`src/rtl/mul_pkg.sv`:
```
// Shared types and width limits for the sequential shift-add / Booth multiplier.
package mul_pkg;

  localparam int unsigned MIN_WIDTH = 4;
  localparam int unsigned MAX_WIDTH = 32;

  typedef enum logic [1:0] {
    IDLE = 2'd0,
    CALC = 2'd1,
    DONE = 2'd2
  } state_e;

  typedef enum logic [1:0] {
    NOP = 2'd0,
    ADD = 2'd1,
    SUB = 2'd2
  } booth_op_e;

  function automatic bit width_ok(input int unsigned w);
    return (w >= MIN_WIDTH) && (w <= MAX_WIDTH);
  endfunction

endpackage

```
`src/rtl/mul_booth_step.sv`:
```
// One multiply iteration: optional add/sub of M into A, then a right shift of {A,Q,Q-1}.
module mul_booth_step
  import mul_pkg::*;
#(
  parameter int unsigned WIDTH = 16
) (
  input  logic [WIDTH:0]   a,
  input  logic [WIDTH-1:0] q,
  input  logic             q_m1,
  input  logic [WIDTH-1:0] m,
  input  logic             signed_mode,
  output logic [WIDTH:0]   a_nxt,
  output logic [WIDTH-1:0] q_nxt,
  output logic             q_m1_nxt
);

  booth_op_e        op;
  logic [WIDTH:0]   m_ext;
  logic [WIDTH:0]   sum;

  // Signed mode uses the Booth pair {Q0,Q-1}; unsigned mode adds on Q0 alone.
  always_comb begin
    op = NOP;
    if (signed_mode) begin
      case ({q[0], q_m1})
        2'b10:   op = SUB;
        2'b01:   op = ADD;
        default: op = NOP;
      endcase
    end else if (q[0]) begin
      op = ADD;
    end
  end

  assign m_ext = signed_mode ? {m[WIDTH-1], m} : {1'b0, m};

  always_comb begin
    sum = a;
    case (op)
      ADD:     sum = a + m_ext;
      SUB:     sum = a - m_ext;
      default: sum = a;
    endcase
  end

  // In unsigned mode sum[WIDTH] is the carry, shifted into A with a zero fill.
  assign a_nxt    = {signed_mode & sum[WIDTH], sum[WIDTH:1]};
  assign q_nxt    = {sum[0], q[WIDTH-1:1]};
  assign q_m1_nxt = q[0];

endmodule

```
`src/rtl/transfer_and_nbit.sv`:
```
// N-bit bus gate: passes data when enabled, drives zero otherwise.
module transfer_and_nbit #(
  parameter int unsigned WIDTH = 16
) (
  input  logic [WIDTH-1:0] data,
  input  logic             en,
  output logic [WIDTH-1:0] out
);

  assign out = data & {WIDTH{en}};

endmodule

```
`src/rtl/mul_seq_unit.sv`:
```
// Sequential WIDTH-cycle multiplier with start/busy/done handshake and gated S-bus outputs.
module mul_seq_unit
  import mul_pkg::*;
#(
  parameter int unsigned WIDTH     = 16,
  parameter bit          SIGNED_EN = 1'b1
) (
  input  logic             CLK_50,
  input  logic             Rst,
  input  logic [WIDTH-1:0] A_bus_in,
  input  logic [WIDTH-1:0] B_bus_in,
  input  logic             MUL1,
  input  logic             MUL2_1,
  input  logic             MUL2_2,
  input  logic             start,
  input  logic             signed_mode,
  output logic             busy,
  output logic             done,
  input  logic             ALS_H6_a,
  input  logic             ALS_H6_q,
  output logic [WIDTH-1:0] H6_a_out,
  output logic [WIDTH-1:0] H6_q_out,
  output logic [WIDTH-1:0] A_mul_bus,
  output logic [WIDTH-1:0] Q_mul_bus,
  output logic             alu_carryOut,
  output logic             alu_overflowOut
);

  localparam int unsigned CNT_W = $clog2(WIDTH);

  if (!width_ok(WIDTH)) begin : g_width_chk
    $error("mul_seq_unit: WIDTH must be within 4..32");
  end

  state_e             state;
  logic [WIDTH-1:0]   m_reg;
  logic [WIDTH-1:0]   q_src;
  logic [WIDTH:0]     a_reg;
  logic [WIDTH-1:0]   q_reg;
  logic               q_m1;
  logic               mode;
  logic [CNT_W-1:0]   cnt;

  logic [WIDTH:0]     a_nxt;
  logic [WIDTH-1:0]   q_nxt;
  logic               q_m1_nxt;
  logic               load_q;

  assign load_q = MUL2_1 | MUL2_2;

  mul_booth_step #(.WIDTH(WIDTH)) u_step (
    .a           (a_reg),
    .q           (q_reg),
    .q_m1        (q_m1),
    .m           (m_reg),
    .signed_mode (mode),
    .a_nxt       (a_nxt),
    .q_nxt       (q_nxt),
    .q_m1_nxt    (q_m1_nxt)
  );

  // Control, operand registers and product state; loads and start are only honoured outside CALC.
  always_ff @(posedge CLK_50 or negedge Rst) begin
    if (!Rst) begin
      state           <= IDLE;
      m_reg           <= '0;
      q_src           <= '0;
      a_reg           <= '0;
      q_reg           <= '0;
      q_m1            <= 1'b0;
      mode            <= 1'b0;
      cnt             <= '0;
      busy            <= 1'b0;
      done            <= 1'b0;
      alu_carryOut    <= 1'b0;
      alu_overflowOut <= 1'b0;
    end else begin
      case (state)
        CALC: begin
          a_reg <= a_nxt;
          q_reg <= q_nxt;
          q_m1  <= q_m1_nxt;
          if (cnt == '0) begin
            state           <= DONE;
            busy            <= 1'b0;
            done            <= 1'b1;
            alu_carryOut    <= mode ? 1'b0 : (|a_nxt[WIDTH-1:0]);
            alu_overflowOut <= mode ? (a_nxt[WIDTH-1:0] != {WIDTH{q_nxt[WIDTH-1]}})
                                    : (|a_nxt[WIDTH-1:0]);
          end else begin
            cnt <= cnt - CNT_W'(1);
          end
        end
        default: begin
          if (MUL1)   m_reg <= A_bus_in;
          if (load_q) q_src <= B_bus_in;
          if (start) begin
            a_reg           <= '0;
            q_reg           <= load_q ? B_bus_in : q_src;
            q_m1            <= 1'b0;
            mode            <= signed_mode & SIGNED_EN;
            cnt             <= CNT_W'(WIDTH - 1);
            state           <= CALC;
            busy            <= 1'b1;
            done            <= 1'b0;
            alu_carryOut    <= 1'b0;
            alu_overflowOut <= 1'b0;
          end else if (MUL1 || load_q) begin
            state <= IDLE;
            done  <= 1'b0;
          end
        end
      endcase
    end
  end

  assign A_mul_bus = a_reg[WIDTH-1:0];
  assign Q_mul_bus = q_reg;

  transfer_and_nbit #(.WIDTH(WIDTH)) u_gate_a (
    .data (a_reg[WIDTH-1:0]),
    .en   (ALS_H6_a),
    .out  (H6_a_out)
  );

  transfer_and_nbit #(.WIDTH(WIDTH)) u_gate_q (
    .data (q_reg),
    .en   (ALS_H6_q),
    .out  (H6_q_out)
  );

endmodule
```
`config.mk`:
```
export PLATFORM = sky130hd
export DESIGN_NAME = mul_seq_unit
export DESIGN_NICKNAME = d
export VERILOG_FILES = /design/src/rtl/mul_pkg.sv /design/src/rtl/mul_booth_step.sv /design/src/rtl/transfer_and_nbit.sv /design/src/rtl/mul_seq_unit.sv
export SDC_FILE = /design/constraint.sdc
export NUM_CORES = 1
export LEC_CHECK = 0
export CORE_MARGIN = 4
export CORE_UTILIZATION = 40
export DETAILED_ROUTE_END_ITERATION = 10
export PLACE_DENSITY = 0.68
export SYNTH_ARGS = -nofsm -noshare
export SYNTH_HDL_FRONTEND = slang
export SYNTH_SLANG_ARGS = --single-unit
```
`constraint.sdc`:
```
create_clock -name CLK_50 -period 5.78 [get_ports CLK_50]
set_clock_uncertainty 0.05 [all_clocks]
set_input_delay 1.156 -clock CLK_50 [delete_from_list [all_inputs] [get_ports CLK_50]]
set_output_delay 1.156 -clock CLK_50 [all_outputs]
set_load 0.05 [all_outputs]
```
# Word-level counts from Yosys, hierarchy flattened
# Cells that the tools add are included.
dict set report classes {
  n_addsub 3
  n_eq_ne 8
  n_mux 32
  bitwise_logic 5
  n_reduce_logical 10
}
# operator count
set op_table {}
lappend op_table {{two-way mux 17 bit} 3}
lappend op_table {{two-way mux 16 bit} 3}
lappend op_table {{case mux 17 bit (2 select lines)} 1}
lappend op_table {{bitwise AND 16 bit} 2}
lappend op_table {{adder 17 bit} 1}
lappend op_table {{subtractor 17 bit} 1}
lappend op_table {{two-way mux 1 bit} 16}
lappend op_table {{!= test 16 bit} 1}
lappend op_table {{OR reduction 16 bit} 1}
lappend op_table {{two-way mux 4 bit} 3}
lappend op_table {{two-way mux 2 bit} 5}
lappend op_table {{AND reduction 2 bit} 5}
lappend op_table {{equality test 2 x 1 -> 1 bit, second input constant} 3}
lappend op_table {{equality test 2 bit, second input constant} 2}
lappend op_table {{logical NOT 4 bit} 1}
lappend op_table {{!= test 2 bit, second input constant} 2}
lappend op_table {{case mux 2 bit (2 select lines)} 1}
lappend op_table {{subtractor 4 x 1 -> 4 bit, second input constant} 1}
lappend op_table {{nonzero test 3 bit} 1}
lappend op_table {{nonzero test 2 bit} 1}
lappend op_table {{bitwise AND 1 bit} 1}
lappend op_table {{logical OR 1 bit} 1}
lappend op_table {{inverter 1 bit} 1}
lappend op_table {{bitwise OR 1 bit} 1}
dict set report word_totals {
  reg_bits 77
  in_bits 41
  output_inout_bits 68
  word_cells 70
}

# Depth between registers and ports, before layout
# Gate-level depths: netlist of run 1.
dict set report logic_depth {
  word_depth 9
  depth_mapped 18
  mapped_depth_nobuf 16
}

# Hierarchy
# A second synthesis of run 1 with hierarchy kept.
dict set report hier_totals {
  cells_unflattened 584
  hier_area_um2 5326.4
}
# mod instances cells_each area_each_um2 seq_area_each_um2
set modules_own_cells {}
lappend modules_own_cells {mul_seq_unit 1 329 3593.4 1901.8}
lappend modules_own_cells {mul_booth_step 1 221 1480.2 0.0}
lappend modules_own_cells {transfer_and_nbit 2 17 126.4 0.0}

# Least setup slack after synthesis of run 1
# Ideal clock, no wire load.
dict set report synth_timing {
  path_kind {flip-flop to flip-flop}
  start {reg mode}
  end {reg alu_overflowOut}
  setup_time_ps 129
  t_arrival_ps 4226
  required_time_ps 5601
  setup_slack_ps 1375
  stages_incl_launch_ff 17
  n_path_buf 3
  synth_period_minus_slack_ps 4405
  path_cell_list {dfrtp_1 > clkbuf_1 > nand2_1 > mux2_2 > ha_1 > clkbuf_1 > clkbuf_1 > mux2i_1 > fa_1 > a211oi_2 > nor3_1 > or3b_1 > a2111o_1 > or4_1 > or4b_1 > nor4b_2 > a211oi_1}
}
dict set report synth_between {
  elab_chain_len 7
  word_cells_on_any_way 12
  classes_between {add/sub: 2; eq/ne: 3; mux: 6; reduce/logical: 1}
}
# item line_no
set synth_lines {}
lappend synth_lines {{start: declaration} mul_seq_unit.sv:41} ;# logic mode;
lappend synth_lines {{start signal: assignment} mul_seq_unit.sv:101} ;# mode <= signed_mode & SIGNED_EN;
lappend synth_lines {{two-way mux 17 bit / two-way mux 2 bit (equally long branches)} {mul_booth_step.sv:35, mul_booth_step.sv:24}}
lappend synth_lines {{subtractor 17 bit (tied with other cells)} mul_booth_step.sv:41} ;# SUB: sum = a - m_ext;
lappend synth_lines {{case mux 17 bit (2 select lines)} mul_booth_step.sv:39} ;# case (op)
lappend synth_lines {{!= test 16 bit / OR reduction 16 bit (equally long branches)} {mul_seq_unit.sv:88, mul_seq_unit.sv:89}}
lappend synth_lines {{two-way mux 1 bit *} mul_seq_unit.sv:88} ;# alu_overflowOut <= mode ? (a_nxt[WIDTH-1:0] != {WIDTH{q_nxt[WIDTH-1]}})
lappend synth_lines {{two-way mux 1 bit *} mul_seq_unit.sv:83} ;# if (cnt == '0) begin
lappend synth_lines {{two-way mux 1 bit *} mul_seq_unit.sv:78} ;# case (state)
lappend synth_lines {{end signal: assignment} mul_seq_unit.sv:88}
lappend synth_lines {{end: declaration} mul_seq_unit.sv:26} ;# output logic alu_overflowOut
# Every way passes the cells marked *; elsewhere a longest branch is shown, timed or not. The select of a mux whose other input is x is not followed.
# A chain may end at the register's enable or synchronous reset.

# Worst setup path after layout of run 1
dict set report layout_timing {
  start {reg mode}
  end {reg alu_carryOut}
}
dict set report layout_between {
  elab_chain_len 7
  word_cells_on_any_way 11
  classes_between {add/sub: 2; eq/ne: 2; mux: 6; reduce/logical: 1}
}
# item line_no
set layout_lines {}
lappend layout_lines {{two-way mux 17 bit / two-way mux 2 bit (equally long branches)} {mul_booth_step.sv:35, mul_booth_step.sv:24}}
lappend layout_lines {{subtractor 17 bit (tied with other cells)} mul_booth_step.sv:41}
lappend layout_lines {{case mux 17 bit (2 select lines)} mul_booth_step.sv:39}
lappend layout_lines {{OR reduction 16 bit} mul_seq_unit.sv:87} ;# alu_carryOut <= mode ? 1'b0 : (|a_nxt[WIDTH-1:0]);
lappend layout_lines {{two-way mux 1 bit *} mul_seq_unit.sv:87}
lappend layout_lines {{two-way mux 1 bit *} mul_seq_unit.sv:83}
lappend layout_lines {{two-way mux 1 bit *} mul_seq_unit.sv:78}
lappend layout_lines {{end signal: assignment} mul_seq_unit.sv:87}
lappend layout_lines {{end: declaration} mul_seq_unit.sv:25} ;# output logic alu_carryOut,
# Marks and branches as above.

==> metrics.log, run 1 <==
INFO  metric gr-total-overflow = 0
INFO  metric tightest_slew = 1.20 ns
INFO  metric ctsHoldBuffers = 0
INFO  metric syn-num-nets = 669
INFO  metric portBuffers = 108
INFO  metric final_antenna_net_count = 0
INFO  metric clock_latency = 0.34 ns
INFO  metric syn-mean-instance-area = 8.64 um2
INFO  metric initial_utilization = 41.3%
INFO  metric critical_r2r_launch = mode
INFO  metric antenna_found_initial = 0
INFO  metric hold_ws = 0.468 ns
INFO  metric sequential_area_share_after_synthesis = 36.2%
INFO  metric cts_tree = yes
INFO  metric yosys_most_used_dff = dfrtp_1
INFO  metric grt_setup_unrepaired = no
INFO  metric synth.cells.most_frequent = 76 x dfrtp_1, 70 x nand2_1, 59 x o21ai_0, 48 x nor2_1, 42 x a21oi_1
INFO  metric design.core.area = 12,700 um2
INFO  metric run_status = finished clean
INFO  metric drt_drc_violations_left = 0
INFO  metric post_cts.resized_instances = 0
INFO  metric route.final.wire_length = 14,700 um
INFO  metric htree_num_levels = 3
INFO  metric hold_path.startpoint = busy
INFO  metric vias = 4,736
INFO  metric post-route-period-util = 81.2%
INFO  metric grt_max_degree = 77
INFO  metric routedWlPerCell = 17.1 um
INFO  metric area_delta_synth_final = 26.3%
INFO  metric origin_of_the_worst_setup_path = mode
INFO  metric synth_top_area_share = 36.2%
INFO  metric relSlewSlack = 20.0%
INFO  metric setup-tns-final = 0 ns
INFO  metric data_arrival_time_of_the_worst_path = 4.86 ns
INFO  metric timing.critical_path.fanout_max = 17
INFO  metric post_cts_buffers = 0
INFO  metric synth_edf_count = 0
INFO  metric min_path_type = reg2reg
INFO  metric setup_viol = 0
INFO  metric layout-drive-gt1-share = 7.70%
INFO  metric clk_pin_slew = 0.06 ns
INFO  metric hold_viol_final = 0
INFO  metric rows = 41
INFO  metric via_per_inst = 5.51
INFO  metric grt_first_pass_wirelength = 24,100 um
INFO  metric drt_pass1_iterations = 7
INFO  metric cts_root_buf = clkbuf_16
INFO  metric gp_routability_congestion = 0.889
INFO  metric largest_reg_flops = 17
INFO  metric cts.sinks = 76
INFO  metric mappedNetlistArea = 5260 um2
INFO  metric overall_die_width = 123 um
INFO  metric final.min_clock_period = 4.70 ns
INFO  metric grt_pass1_vias = 4,590
INFO  metric die-height = 123 um
INFO  metric final_net_count = 745
INFO  metric timing_max_transition_violations_final = 0
INFO  metric insertedDiodeCount = 0
INFO  metric fraction_of_synthesis_flops_using_an_asynchronous_set_or_reset_pin = 100%
INFO  metric max_fclk = 0.213 GHz
INFO  metric dp_hpwl = 10,800 um
INFO  metric ctsLongestPathBuffers = 2
INFO  metric tot_gr_track_use = 20.2%
INFO  metric worst_ep_required_time = 5.94 ns
INFO  metric synth.lib_cells_used.distinct = 63
INFO  metric netlist_top_cells_area = dfrtp_1 36%, o21ai_0 5.6%, nand2_1 5.0%
INFO  metric synth-seq-cells = 76
INFO  metric crit_type = reg2reg
INFO  metric mapped_cells = 608
INFO  metric synth_largest_area_cell = dfrtp_1
INFO  metric setup.worst_path.start_class = register
INFO  metric max_cap_viol_count = 0
INFO  metric dr.first_iter.drc_count = 295
INFO  metric synth.most_common_cell = dfrtp_1
INFO  metric dieArea = 15,000 um2
INFO  metric clock_buffer_count_from_cts = 9
INFO  metric ys.warnings.count = 0
INFO  metric ioPinCount = 109
INFO  metric endpoint_kind = register
per-layer routing:
layer  global-route usage (%)  share of wire (%)  wire (um)  vias up
met3                     4.38                5.0        732       21
met4                     6.65                1.7        244        0
li1                         -                  -          -     2306
met5                        0                  0          0        -
met1                     28.3                 47       6940     2284
met2                     31.2                 46       6800      125
layout make-up:
| cell class | instances | area [um2] |
|---|---|---|
| flip-flops and latches | 76 | 1900 |
| fillers | 1248 | 6090 |
| inverters | 11 | 41.3 |
| repair buffers | 113 | 1120 |
| clock inverters | 3 | 21.3 |
| clock buffers | 12 | 267 |
| multi-input cells | 473 | 3070 |
| well taps | 172 | 215 |
metrics by stage:
stage | worst slack, ns | cells | area, um2 | utilization [%]
after floorplan | 1.37 | 608 | 5260 | -
after global placement | 1.19 | 845 | 6350 | 49.9
after detailed placement | 1.14 | 845 | 6350 | 49.9
after CTS | 1.11 | 860 | 6640 | 52.2
after global routing | 0.752 | 860 | 6640 | 52.2
final | 1.08 | 860 | 6640 | 52.2
path summary, 6_finish.rpt:
path	endpoint	slack, ns	cells past startpoint
max reg2reg	alu_carryOut	1.08	16
min reg2reg	busy	0.47	2
min in group asynchronous	a_reg[3]	0.90	1
max	alu_carryOut	1.08	16
min	busy	0.47	2
max in group asynchronous	a_reg[5]	4.15	1
worst max-delay path: stages (launching register included):
cell and delay (ns):
dfrtp_1 0.53, nand2_1 0.08, mux2_2 0.27, ha_1 0.41, a31oi_1 0.33, o21bai_1 0.21
nor2_1 0.10, xor2_1 0.15, ha_1 0.37, a2111oi_0 0.54, nand3_1 0.15, a21o_1 0.20
nand4_1 0.07, or3b_2 0.45, xor2_1 0.28, and4_1 0.28, o31ai_1 0.08
cells in the final DEF (no fill, tap or decap), drive strengths merged, types with 7 or more instances in the layout:
cell type and n:
clkdlybuf4s50 107, dfrtp 76, nand2 70, o21ai 60
nor2 48, a21oi 42, and2 37, mux2 23
nand3b 19, ha 19, mux2i 18, xnor2 15
clkbuf 12, inv 11, nor3 7, nor2b 7
o211ai 7
logic make-up (layout without fill, tap and decap cells):
group	after synthesis	after routing	synth area share, %
fa+ha+maj	20	20	4.90
mux	41	41	8.36
buf+inv	59	139	5.45
xor+xnor	19	19	3.17
compound gates	158	158	18.4
flops	76	76	36.2
simple gates	235	235	23.5
Power of run 1 is not shown: default switching activity piles up to over one toggle a cycle in this logic, so the estimate is an artifact.
==> inputs of run 2 (changes only) <==
- clock period: 5.78 -> 4.65 ns (I/O delays scaled with it)
==> metrics.log, run 2 (synthesis gave the netlist of run 1 again) <==
INFO  metric run_status = finished clean
INFO  metric route.final.wire_length = 14,600 um
INFO  metric gr-total-overflow = 0
INFO  metric setup_viol = 0
INFO  metric max_fclk = 0.225 GHz
INFO  metric max_cap_viol_count = 0
INFO  metric timing.critical_path.fanout_max = 9
INFO  metric dp_hpwl = 10,700 um
INFO  metric grt_max_degree = 77
INFO  metric final.min_clock_period = 4.44 ns
INFO  metric final_antenna_net_count = 0
INFO  metric portBuffers = 108
INFO  metric ctsHoldBuffers = 0
INFO  metric largest_reg_flops = 17
INFO  metric initial_utilization = 41.3%
INFO  metric grt_first_pass_wirelength = 23,700 um
INFO  metric ctsLongestPathBuffers = 2
INFO  metric final_net_count = 749
INFO  metric most_common_library_cell_in_the_layout_ignoring_fill_and_taps = clkdlybuf4s50_1
INFO  metric data_arrival_time_of_the_worst_path = 4.61 ns
INFO  metric die-height = 123 um
INFO  metric rows = 41
INFO  metric tightest_slew = 1.13 ns
INFO  metric dieArea = 15,000 um2
INFO  metric relSlewSlack = 24.3%
INFO  metric layout-drive-gt1-share = 8.51%
INFO  metric insertedDiodeCount = 0
INFO  metric endpoint_kind = register
INFO  metric area_delta_synth_final = 27.9%
INFO  metric overall_die_width = 123 um
INFO  metric layout_common_cells = 107 x clkdlybuf4s50_1, 76 x dfrtp_1, 70 x nand2_1, 59 x o21ai_0, 47 x nor2_1
INFO  metric gp_routability_congestion = 0.889
INFO  metric drt_drc_violations_left = 0
INFO  metric clock_buffer_count_from_cts = 9
INFO  metric setup.worst_path.start_class = register
INFO  metric design.core.area = 12,700 um2
INFO  metric antenna_found_initial = 0
INFO  metric clock_latency = 0.35 ns
INFO  metric via_per_inst = 5.45
INFO  metric dr.first_iter.drc_count = 318
INFO  metric post-route-period-util = 95.5%
INFO  metric routedWlPerCell = 16.8 um
INFO  metric cts.sinks = 76
INFO  metric drt_pass1_iterations = 5
INFO  metric grt_pass1_vias = 4,590
INFO  metric ioPinCount = 109
INFO  metric crit_type = reg2reg
INFO  metric setup-tns-final = 0 ns
INFO  metric timing_max_transition_violations_final = 0
INFO  metric vias = 4,715
INFO  metric htree_num_levels = 3
INFO  metric hold_viol_final = 0
INFO  metric worst_ep_required_time = 4.82 ns
INFO  metric clk_pin_slew = 0.06 ns
INFO  metric tot_gr_track_use = 20.0%
INFO  metric min_path_type = reg2reg
INFO  metric cts_root_buf = clkbuf_16
INFO  metric cts_tree = yes
INFO  metric layout.filler_cells = 1,207
INFO  metric grt_setup_unrepaired = no
## run 2: changes by cell type in the layout (fill, tap and decap cells not counted)
cell / change
a2111oi_2: +1
buf_4: +4
clkinv_4: -1
a2111oi_0: -1
clkbuf_8: -1
bufinv_16: +2
inv_6: +1
## run 2: worst max-delay path: stages, from the launching register on
cell and delay (ns):
dfrtp_1 0.42, mux2_2 0.36, ha_1 0.31, mux2i_1 0.23, fa_1 0.52, a211oi_2 0.35, nor3_1 0.09, or3b_1 0.39
a2111o_1 0.36, or4_1 0.41, or4b_1 0.54, nor4b_2 0.23, a211oi_1 0.08
## run 2: repair_timing
action | 4_1_cts | 5_1_grt
setup endpoints to repair | 0 | 4
resized for setup | 0 | 2
buffers inserted | 0 | 0
## run 2: worst paths after layout
path	from	endpoint	slack [ns]	cells past startpoint
max	Q_mul_bus[0]	alu_overflowOut	0.21	12
min	alu_carryOut	alu_carryOut	0.48	2
max reg2reg	Q_mul_bus[0]	alu_overflowOut	0.21	12
min reg2reg	alu_carryOut	alu_carryOut	0.48	2
max in group asynchronous	Rst	state[0]	3.22	1
min in group asynchronous	Rst	m_reg[1]	0.69	1
## run 2: layout make-up
type                            instances  area, um2  area share, %
Inverter                               11       41.3          0.615
Clock inverter                          5       81.3           1.21
Tap cell                              172        215           3.20
Clock buffer                           11        253           3.76
Multi-Input combinational cell        473       3080           45.8
Timing Repair Buffer                  117       1150           17.1
Sequential cell                        76       1900           28.3
## run 2: per-stage QoR
step,setup WS [ns],hold WS [ns],cell area [um2],utilization (%),cells
3_3_place_gp,0.345,0.443,6380,50.1,849
5_1_grt,0.00590,0.510,6720,52.8,865
2_1_floorplan,0.245,0.430,5260,-,608
4_1_cts,0.205,0.478,6710,52.8,865
3_5_place_dp,0.224,0.461,6380,50.1,849
6_report,0.208,0.477,6720,52.8,865
## run 2: per-layer routing
metal | vias up | wire, um | GRT usage, % | share of wire (%)
met1 | 2246 | 6730 | 27.5 | 46
met2 | 137 | 6840 | 32.1 | 47
met3 | 14 | 757 | 3.92 | 5.2
li1 | 2318 | - | - | -
met4 | 0 | 239 | 5.95 | 1.6
met5 | - | 0 | 0 | 0
Power of run 2 is left out for the same reason.
